## config.mk

```make
export PLATFORM = sky130hd
export DESIGN_NAME = input_debouncer
export DESIGN_NICKNAME = d
export VERILOG_FILES = /design/src/rtl/input_debouncer.sv
export SDC_FILE = /design/constraint.sdc
export NUM_CORES = 1
export LEC_CHECK = 0
export CAP_MARGIN = 20
export CORE_UTILIZATION = 30
export DETAILED_ROUTE_END_ITERATION = 8
export GPL_TIMING_DRIVEN = 0
export PLACE_DENSITY_LB_ADDON = 0.08
export SETUP_SLACK_MARGIN = 0.5
export SLEW_MARGIN = 0
export SYNTH_ARGS = -nofsm -noshare
export SYNTH_HDL_FRONTEND = slang
export SYNTH_SLANG_ARGS = --single-unit
```

## constraint.sdc

```tcl
create_clock -name clk -period 3.95 [get_ports clk]
set_clock_uncertainty 0.1 [all_clocks]
set_input_delay 0.5925 -clock clk [delete_from_list [all_inputs] [get_ports clk]]
set_output_delay 0.5925 -clock clk [all_outputs]
set_load 0.005 [all_outputs]
```

## src/rtl/input_debouncer.sv

```systemverilog
// input_debouncer: two-flop synchroniser followed by a four-state qualification
// FSM. The output follows the synchronised input only after the new level has
// been seen on STABLE_CNT+1 consecutive cycles: the entry cycle plus STABLE_CNT
// counted cycles. A check that is abandoned before completion raises a
// one-cycle bounce pulse.
module input_debouncer #(
  parameter int STABLE_CNT = 1000,
  parameter int CNT_W      = 16
) (
  input  logic clk,
  input  logic rst,
  input  logic in,
  output logic out,
  output logic busy,
  output logic bounce
);

  // Elaboration-time guard: the counter must be able to reach STABLE_CNT-1.
  generate
    if (STABLE_CNT < 1 || (64'd1 << CNT_W) < 64'(STABLE_CNT)) begin : g_bad_param
      $error("input_debouncer: STABLE_CNT must be in 1 .. 2**CNT_W");
    end
  endgenerate

  typedef enum logic [1:0] {
    LO     = 2'd0,
    CHK_HI = 2'd1,
    HI     = 2'd2,
    CHK_LO = 2'd3
  } state_t;

  // Last count value before a qualification completes.
  localparam logic [CNT_W-1:0] CNT_LAST = CNT_W'(STABLE_CNT - 1);

  logic             s0_reg;
  logic             s1_reg;
  state_t           state_reg;
  state_t           state_next;
  logic [CNT_W-1:0] cnt_reg;
  logic [CNT_W-1:0] cnt_next;
  logic             out_reg;
  logic             out_next;
  logic             bounce_reg;
  logic             bounce_next;

  // State register, synchroniser and registered outputs.
  // Reset discards any check in progress without producing a bounce pulse.
  always_ff @(posedge clk) begin
    if (rst) begin
      s0_reg     <= 1'b0;
      s1_reg     <= 1'b0;
      state_reg  <= LO;
      cnt_reg    <= '0;
      out_reg    <= 1'b0;
      bounce_reg <= 1'b0;
    end else begin
      s0_reg     <= in;
      s1_reg     <= s0_reg;
      state_reg  <= state_next;
      cnt_reg    <= cnt_next;
      out_reg    <= out_next;
      bounce_reg <= bounce_next;
    end
  end

  // Next-state logic. An abort is checked before completion, so a level that
  // drops back on the final counted cycle is still rejected.
  always_comb begin
    state_next  = state_reg;
    cnt_next    = cnt_reg;
    out_next    = out_reg;
    bounce_next = 1'b0;
    unique case (state_reg)
      LO: begin
        if (s1_reg) begin
          state_next = CHK_HI;
          cnt_next   = '0;
        end
      end
      CHK_HI: begin
        if (!s1_reg) begin
          state_next  = LO;
          bounce_next = 1'b1;
          cnt_next    = '0;
        end else if (cnt_reg == CNT_LAST) begin
          state_next = HI;
          out_next   = 1'b1;
          cnt_next   = '0;
        end else begin
          cnt_next = cnt_reg + 1'b1;
        end
      end
      HI: begin
        if (!s1_reg) begin
          state_next = CHK_LO;
          cnt_next   = '0;
        end
      end
      CHK_LO: begin
        if (s1_reg) begin
          state_next  = HI;
          bounce_next = 1'b1;
          cnt_next    = '0;
        end else if (cnt_reg == CNT_LAST) begin
          state_next = LO;
          out_next   = 1'b0;
          cnt_next   = '0;
        end else begin
          cnt_next = cnt_reg + 1'b1;
        end
      end
      default: begin
        state_next = LO;
        cnt_next   = '0;
      end
    endcase
  end

  // Output decode: busy comes straight from the registered state, so it is
  // glitch-free; out and bounce are registered.
  always_comb begin
    busy   = (state_reg == CHK_HI) || (state_reg == CHK_LO);
    out    = out_reg;
    bounce = bounce_reg;
  end

endmodule

```

==> out/results.ini, run 1 <==
[die]
start_util_pct=31.5
rows=21
dieArea_sq_um=3770
top_level_ports=6
coreArea_sq_um=3360
die_x_microns=61.4
die_h_microns=61.4

[grt]
track_usage_pct=14.4
first_global_vias=824
grt_pass1_wl_microns=3940
grt-ovfl-total=0
grt_max_degree=13
antenna_found_initial=0

[detailed_routing]
first_pass_iters=4
ant_nets=0
drt-total-wl_microns=2280
drc_errors=0
dr_total_vias=901
drtIter0Drc=56
wire_per_inst_microns=12.7
viasPerCell=5.03

[logic_synthesis]
synthTopCellsByArea=dfxtp_1, nand2_1, nand3_1
synth_top_area_share_pct=41.6
ys_ff_latch=22
synth_cell_types=38
syn_inst=124
syn_area_sq_um=1060
yosys.area.top_type=dfxtp_1
ys.flop_type=dfxtp_1
syn_nets=128
synth_edf_count=0
syn_avg_cell_area_sq_um=8.54
async_reset_ff_share_pct=0
ys_warn_count=0
yosysSeqAreaShare_pct=41.6

[run_status]
status=finished clean

[clocking]
cts_resized=0
ctsHoldBuffers=0
path_clk_slew_ns=0.13
cts_buffers=3
tritoncts=yes
cts_setup_buffers=0
cts_root_buf=clkbuf_4
cts_sinks=22
clock_path_buffers=2
insertion_delay_ns=0.31
htreeDepth=1

[place]
place.gp.congestion=0.734
port_buffers=5
post-place-ws_ns=1.47
hpwlAfterDp_microns=1610

[timing]
rsz0062_at_grt=false
finalMaxSlewViolations=0
setup_tns_ns=0
setup_violations=0
hold_viol_final=0
max_freq_ghz=0.434
setup_slack_ns=1.64
tightestPinTransition_ns=0.836
layout_min_cycle_time_ns=2.31
fin_crit_sh_pct=58.4
max_slew_margin_pct=43.7

[worst_setup_path]
crit_family=simple AND/OR/NAND/NOR gates
critical_path.max_stage_delay_ns=0.61
crit_start=cnt_reg[0]
critPathCaptureType=register
rrSetupSlack_ns=1.64
crit_arrival_ns=2.42
timing.rr.start=cnt_reg[0]
cp_common_cell=a21o_1
crit_chain=ha_1 > and4_1 > nor3b_1 > nand3_1 > a21o_1 > a21o_1
crit_path_top_delay_cell=nor3b_1
path_class=register to register
path_max_fanout=5
start_kind=register
path_buf_inv=0
cp.required_ns=4.07

[pwr]
p_leak_nw=0.421
p_total_w=0.000367
ir_drop_mv=0.109
p_per_area_nw_per_um2=306

[finish]
largest_reg_flops=16
diodes=0
area_growth_syn_to_layout_pct=13.6
finalNetCount=138
drive_above_1_share_pct=8.27
final_util_pct=35.8

[hold_path]
hold_path_class=register to register
hold_start=s0_reg

[flow_run]
cap_violations=0

## power breakdown
group	total, W	switching (W)	internal [W]
clock network	0.000127	0.0000710	0.0000563
logic	0.0000159	0.00000915	0.00000680
registers	0.000224	0.000000923	0.000223
total	0.000367	0.0000811	0.000286
## synth_stat cells, types with 2 or more instances
cell type and instances:
nor2b_1 2, a22o_1 2, dfxtp_1 22, a21oi_1 3
or3_1 3, o21ai_0 4, nor3_1 6, nor2_1 7
a31oi_1 4, nand3_1 9, mux2i_1 2, nand2_1 13
nand3b_1 2, nor3b_1 3, clkbuf_1 3, o21ai_1 7
a21o_1 4, xor2_1 3, inv_1 4, nand4_1 2
and4_1 2
## placed cells by master (no fill, tap or decap), types with 2 or more instances in the layout
| cell | synthesis | final |
|---|---|---|
| or3_1 | 3 | 3 |
| a22o_1 | 2 | 2 |
| clkbuf_1 | 3 | 3 |
| a21oi_1 | 3 | 3 |
| nor2_1 | 7 | 7 |
| a31oi_1 | 4 | 4 |
| clkbuf_4 | 0 | 3 |
| nand3_1 | 9 | 9 |
| o21ai_0 | 4 | 4 |
| and4_1 | 2 | 2 |
| nor3_1 | 6 | 6 |
| dfxtp_1 | 22 | 22 |
| nand4_1 | 2 | 2 |
| xor2_1 | 3 | 3 |
| nand3b_1 | 2 | 2 |
| nor2b_1 | 2 | 2 |
| clkdlybuf4s50_1 | 0 | 5 |
| inv_1 | 4 | 4 |
| nor3b_1 | 3 | 3 |
| nand2_1 | 13 | 13 |
| o21ai_1 | 7 | 7 |
| a21o_1 | 4 | 4 |
| mux2i_1 | 2 | 2 |
## layout make-up
| cell class | instances | area [sq um] |
|---|---|---|
| Sequential cell | 22 | 440 |
| Inverter | 4 | 15.0 |
| Multi-Input combinational cell | 92 | 568 |
| Tap cell | 46 | 57.6 |
| Clock buffer | 4 | 36.3 |
| Timing Repair Buffer | 5 | 50.0 |
| Buffer | 6 | 35.0 |
| Fill cell | 389 | 2160 |
## stage by stage
step                      hold slack [ns]  cell area, sq um  cells
after global routing                0.390              1200    179
after global placement              0.337              1170    175
final                               0.363              1200    179
after floorplan                     0.314              1060    124
after detailed placement            0.347              1170    175
after CTS                           0.367              1200    179
## cells by family (layout without fill, tap and decap cells)
logic type               Yosys count  count (layout)  synth area share, %
AO/OA/AOI/OAI                     30              30                 18.0
AND/OR/NAND/NOR                   56              56                 30.1
XOR/XNOR                           3               3                 2.48
adder cells (fa/ha/maj)            1               1                 1.18
buffers and inverters             10              19                 4.73
multiplexers                       2               2                 1.89
flip-flops                        22              22                 41.6
## final timing paths
kind | endpoint | cells after the start
max | cnt_reg[12] | 6
max reg2reg | cnt_reg[12] | 6
min | s1_reg | 1
min reg2reg | s1_reg | 1
## routing by layer
metal  part of all wire [%]  vias up  track usage (%)  routed length, microns
li1                       -      472                -                       -
met2                     44       14             21.6                    1010
met4                    1.4        0             6.35                      32
met5                      0        -                0                       0
met1                     52      411             20.7                    1190
met3                    1.8        4             1.89                      42
No activity file was read; power rests on OpenSTA's default activity.
==> inputs of run 2 (changes only) <==
- clock period: 3.95 -> 1.96 ns (I/O delays scaled with it)
==> run 2 against run 1 <==
  * The flow now finishes with violations (negative setup slack)
  * Largest cell class unchanged
  * Die area unchanged
  * Cell count up 8.4%
  * Worst setup slack worse by 1.7 ns
  * Register-to-register slack worse by 1.7 ns
  * Global-route usage up 1.6 points
  * Cell area up 19%
  * Non-clock buffer count up 15
  * Wire length up 15%
  * Worst hold slack worse by 0.0047 ns
  * Critical path depth up 1
  * Clock-buffer cell count unchanged
==> out/results.ini, run 2 (same netlist as run 1, synthesis figures left out) <==
[clocking]
ctsHoldBuffers=0
clock_path_buffers=2
path_clk_slew_ns=0.13
htreeDepth=1
cts_buffers=3
cts_sinks=22
insertion_delay_ns=0.32
cts_root_buf=clkbuf_4
tritoncts=yes

[grt]
grt_pass1_wl_microns=4370
grt-ovfl-total=0
antenna_found_initial=0
grt_max_degree=13
track_usage_pct=16.0
first_global_vias=919

[detailed_routing]
dr_total_vias=992
wire_per_inst_microns=13.5
drt-total-wl_microns=2620
drtIter0Drc=62
first_pass_iters=4
ant_nets=0
drc_errors=0
viasPerCell=5.11

[finish]
drive_above_1_share_pct=32.4
final_common_cell=buf_4
largest_reg_flops=16
finalNetCount=153
nFillCells=369
diodes=0
mostFrequentLayoutCells=buf_4, nand2_1, dfxtp_1
area_growth_syn_to_layout_pct=35.0
fin_cells=194

[timing]
max_slew_margin_pct=73.4
setup_violations=1
setup_tns_ns=-0.0299
max_freq_ghz=0.503
tightestPinTransition_ns=0.395
setup_slack_ns=-0.0299
fin_crit_sh_pct=102
hold_viol_final=0
layout_min_cycle_time_ns=1.99
rsz0062_at_grt=true
finalMaxSlewViolations=0

[die]
rows=21
die_h_microns=61.4
top_level_ports=6
start_util_pct=31.5
die_x_microns=61.4
coreArea_sq_um=3360
dieArea_sq_um=3770

[place]
hpwlAfterDp_microns=1630
place.gp.congestion=0.745
port_buffers=5
placedCellCount=175

[pwr]
ir_drop_mv=0.225
clkPwrFrac_pct=35.4
power.switching_w=0.000174
sw_frac_of_total_pct=23.2
p_seq_share_pct=59.9
p_leak_nw=0.562
internal-power_w=0.000575
p_per_area_nw_per_um2=524
power_frac_comb_pct=4.7

[run_status]
status=finished, violations left
violations=negative setup slack

[worst_setup_path]
path_buf_inv=2
start_kind=register
critPathCaptureType=register
ff2ff_path_depth=7
path_max_fanout=6
crit_path_top_delay_cell=or4b_4
crit_family=simple AND/OR/NAND/NOR gates
cp.required_ns=2.08
rrSetupSlack_ns=-0.03
critical_path.max_stage_delay_ns=0.54
crit_chain=or4b_4 > nor4_4 > buf_4 > or2_1 > buf_6 > o21ai_2 > a22o_1
path_class=register to register
crit_start=cnt_reg[15]
crit_arrival_ns=2.11
r2r-end=cnt_reg[10]
timing.rr.start=cnt_reg[15]

[hold_path]
holdPathStages=1
hold_start=s0_reg
hold_path_class=register to register
hold_end=s1_reg

[flow_run]
cap_violations=0

==> run 2: cell types whose count changed in the layout (fill, tap and decap cells not counted), sizes merged <==
cell           previous run  this run
dlygate4sd2               0         2
clkdlybuf4s50             5         3
buf                       3        18
==> run 2: metal layers <==
layer	vias to the layer above	track usage (%)	part of all wire, %
met3	5	2.73	3.9
met1	465	20.8	47
met5	-	0	0
li1	500	-	-
met4	0	4.76	1.4
met2	22	27.3	48
==> run 2: worst max-delay path by stage <==
stage,end,depth (start not counted),slack [ns]
finish,cnt_reg[10],7,-0.03
global route,cnt_reg[10],7,-0.08
CTS,cnt_reg[10],7,-0.07
detailed placement,cnt_reg[6],6,-0.33
global placement,cnt_reg[6],6,-0.31
floorplan,cnt_reg[10],6,-0.03
==> run 2: repair_timing <==
action / 4_1_cts / 5_1_grt
pin swaps: 7 / 5
setup endpoints to repair: 22 / 20
gates cloned: 1 / 0
gates resized for setup: 18 / 9
buffers inserted: 10 / 4
==> run 2: cell type report <==
class | instances | area (sq um) | area share (%)
multi-input combinational | 92 | 648 | 45.4
sequential | 22 | 462 | 32.3
timing repair buffer | 20 | 164 | 11.5
tap | 46 | 57.6 | 4.03
buffer | 6 | 46.3 | 3.24
clock buffer | 4 | 36.3 | 2.54
inverter | 4 | 15.0 | 1.05
==> run 2: power by group through the flow <==
stage	registers [W]	clock network, W	logic [W]
floorplan	0.000462	0	0.0000214
global placement	0.000462	0	0.0000338
detailed placement	0.000462	0	0.0000339
CTS	0.000451	0.000268	0.0000348
global route	0.000449	0.000296	0.0000394
finish	0.000449	0.000265	0.0000354
==> run 2: metrics by stage <==
| stage | total power (W) | hold WS, ns | cell area (sq um) | utilization [%] | setup slack [ns] |
|---|---|---|---|---|---|
| 6_report | 0.000749 | 0.359 | 1430 | 42.5 | -0.0299 |
| 3_3_place_gp | 0.000496 | 0.339 | 1200 | 35.8 | -0.312 |
| 2_1_floorplan | 0.000483 | 0.314 | 1100 | - | -0.0311 |
| 4_1_cts | 0.000754 | 0.362 | 1360 | 40.6 | -0.0710 |
| 3_5_place_dp | 0.000496 | 0.329 | 1200 | 35.8 | -0.326 |
| 5_1_grt | 0.000785 | 0.373 | 1430 | 42.5 | -0.0810 |
==> run 2: worst reg2reg max path, delay by kind of cell (launching register included) <==
family / cells / cell delay [ns]
compound gates: 2 / 0.24
simple gates: 3 / 0.92
buf+inv: 2 / 0.30
flops: 1 / 0.34
==> inputs of run 3 (changes only) <==
- CTS_BUF_LIST: default -> sky130_fd_sc_hd__clkbuf_4 sky130_fd_sc_hd__clkbuf_8
- SETUP_SLACK_MARGIN: 0.5 -> 0.05
==> run 3 against run 2 <==
  * The run still ends with negative setup slack left
  * Largest cell class unchanged
  * Clock power decreased by 21%
  * Total power decreased by 7.6%
  * Sequential power barely moved
  * Wire length is 1.4% higher
  * Register-to-register slack lost 0.03 ns
  * Worst hold slack got worse by 0.0021 ns
  * Cell count fell by 1.5%
  * Combinational power shrank 1%
  * Via count decreased by 1.5%
  * Highest routed layer unchanged
  * Largest power group unchanged
==> out/results.ini, run 3 (same netlist as run 1, synthesis figures left out) <==
[run_status]
status=finished, violations left
violations=negative setup slack

[grt]
antenna_found_initial=0
grt-ovfl-total=0
grt_max_degree=12
track_usage_pct=16.0
grt_pass1_wl_microns=4310
first_global_vias=912

[worst_setup_path]
cp.required_ns=2.07
crit_arrival_ns=2.13
start_kind=register
path_max_fanout=6
critPathCaptureType=register
path_class=register to register

[clocking]
cts_sinks=22
cts_buffers=3
htreeDepth=1
clock_path_buffers=2
cts_root_buf=clkbuf_4
path_clk_slew_ns=0.12
insertion_delay_ns=0.31
tritoncts=yes

[detailed_routing]
drc_errors=0
top_layer_used=met4
drt-total-wl_microns=2650
first_pass_iters=4
ant_nets=0
viasPerCell=5.12
drtIter0Drc=31
wire_per_inst_microns=13.9
dr_total_vias=977
met1_length_microns=1280
dr_wl_met3_microns=77
dr_wl_met2_microns=1280

[finish]
final_common_cell=dfxtp_1
nFillCells=375
finalNetCount=151
area_growth_syn_to_layout_pct=34.2
largest_reg_flops=16
mostFrequentLayoutCells=dfxtp_1, nand2_1, buf_4
fin_cells=191
diodes=0
drive_above_1_share_pct=31.0

[pwr]
p_per_area_nw_per_um2=488
p_leak_nw=0.532
p_total_w=0.000692
ir_drop_mv=0.271

[place]
place.gp.congestion=0.740
port_buffers=5
post-place-ws_ns=-0.318
hpwlAfterDp_microns=1660
placedCellCount=175

[die]
coreArea_sq_um=3360
top_level_ports=6
rows=21
die_x_microns=61.4
die_h_microns=61.4
start_util_pct=31.5
dieArea_sq_um=3770

[timing]
max_slew_margin_pct=71.6
tightestPinTransition_ns=0.425
finalMaxSlewViolations=0
layout_min_cycle_time_ns=2.02
fin_crit_sh_pct=103
rsz0062_at_grt=true
setup_violations=2
hold_viol_final=0
setup_tns_ns=-0.0628
max_freq_ghz=0.495
setup_slack_ns=-0.0616

[hold_path]
hold_path_class=register to register

[flow_run]
cap_violations=0

-- run 3: per-layer routing --
layer / track usage [%] / vias to the layer above
li1: - / 498
met1: 21.6 / 460
met2: 25.9 / 17
met3: 1.89 / 2
met4: 6.67 / 0
met5: 0 / -
-- run 3: critical path, stage by stage (launching register included) --
cell,delay (ns)
dfxtp_2,0.35
or4b_4,0.54
nor4_4,0.25
buf_4,0.18
or2_1,0.12
buf_6,0.13
o21ai_2,0.06
a22o_1,0.19
-- run 3: worst paths after layout --
kind | endpoint | startpoint | cells after the start | slack, ns
max | cnt_reg[10] | cnt_reg[13] | 7 | -0.06
min | s1_reg | s0_reg | 1 | 0.36
max reg2reg | cnt_reg[10] | cnt_reg[13] | 7 | -0.06
min reg2reg | s1_reg | s0_reg | 1 | 0.36
-- run 3: cell type report --
type	count	area, sq um	area share (%)
Sequential cell	22	459	32.3
Buffer	6	46.3	3.26
Clock buffer	3	22.5	1.59
Timing Repair Buffer	18	155	10.9
Multi-Input combinational cell	92	664	46.8
Inverter	4	15.0	1.06
Tap cell	46	57.6	4.05
-- run 3: what timing repair did --
action / CTS / global route
pin swaps: 8 / 11
gates resized for setup: 13 / 15
endpoints found under the setup margin: 19 / 19
hold buffers: 0 / 0
setup buffers: 8 / 4
gates cloned: 1 / 0
-- run 3: metrics by stage --
step | hold slack [ns] | utilization [%] | area [sq um]
floorplan | 0.314 | - | 1100
global placement | 0.333 | 35.8 | 1200
detailed placement | 0.323 | 35.8 | 1200
CTS | 0.359 | 39.9 | 1340
global route | 0.369 | 42.2 | 1420
finish | 0.356 | 42.2 | 1420
-- run 3: where the power goes --
part           internal, W  leakage [nW]   total, W  switching [W]
clock            0.0000718        0.0138   0.000210       0.000138
combinational    0.0000154         0.335  0.0000349      0.0000196
sequential        0.000446         0.183   0.000448     0.00000225
total             0.000533         0.532   0.000692       0.000160
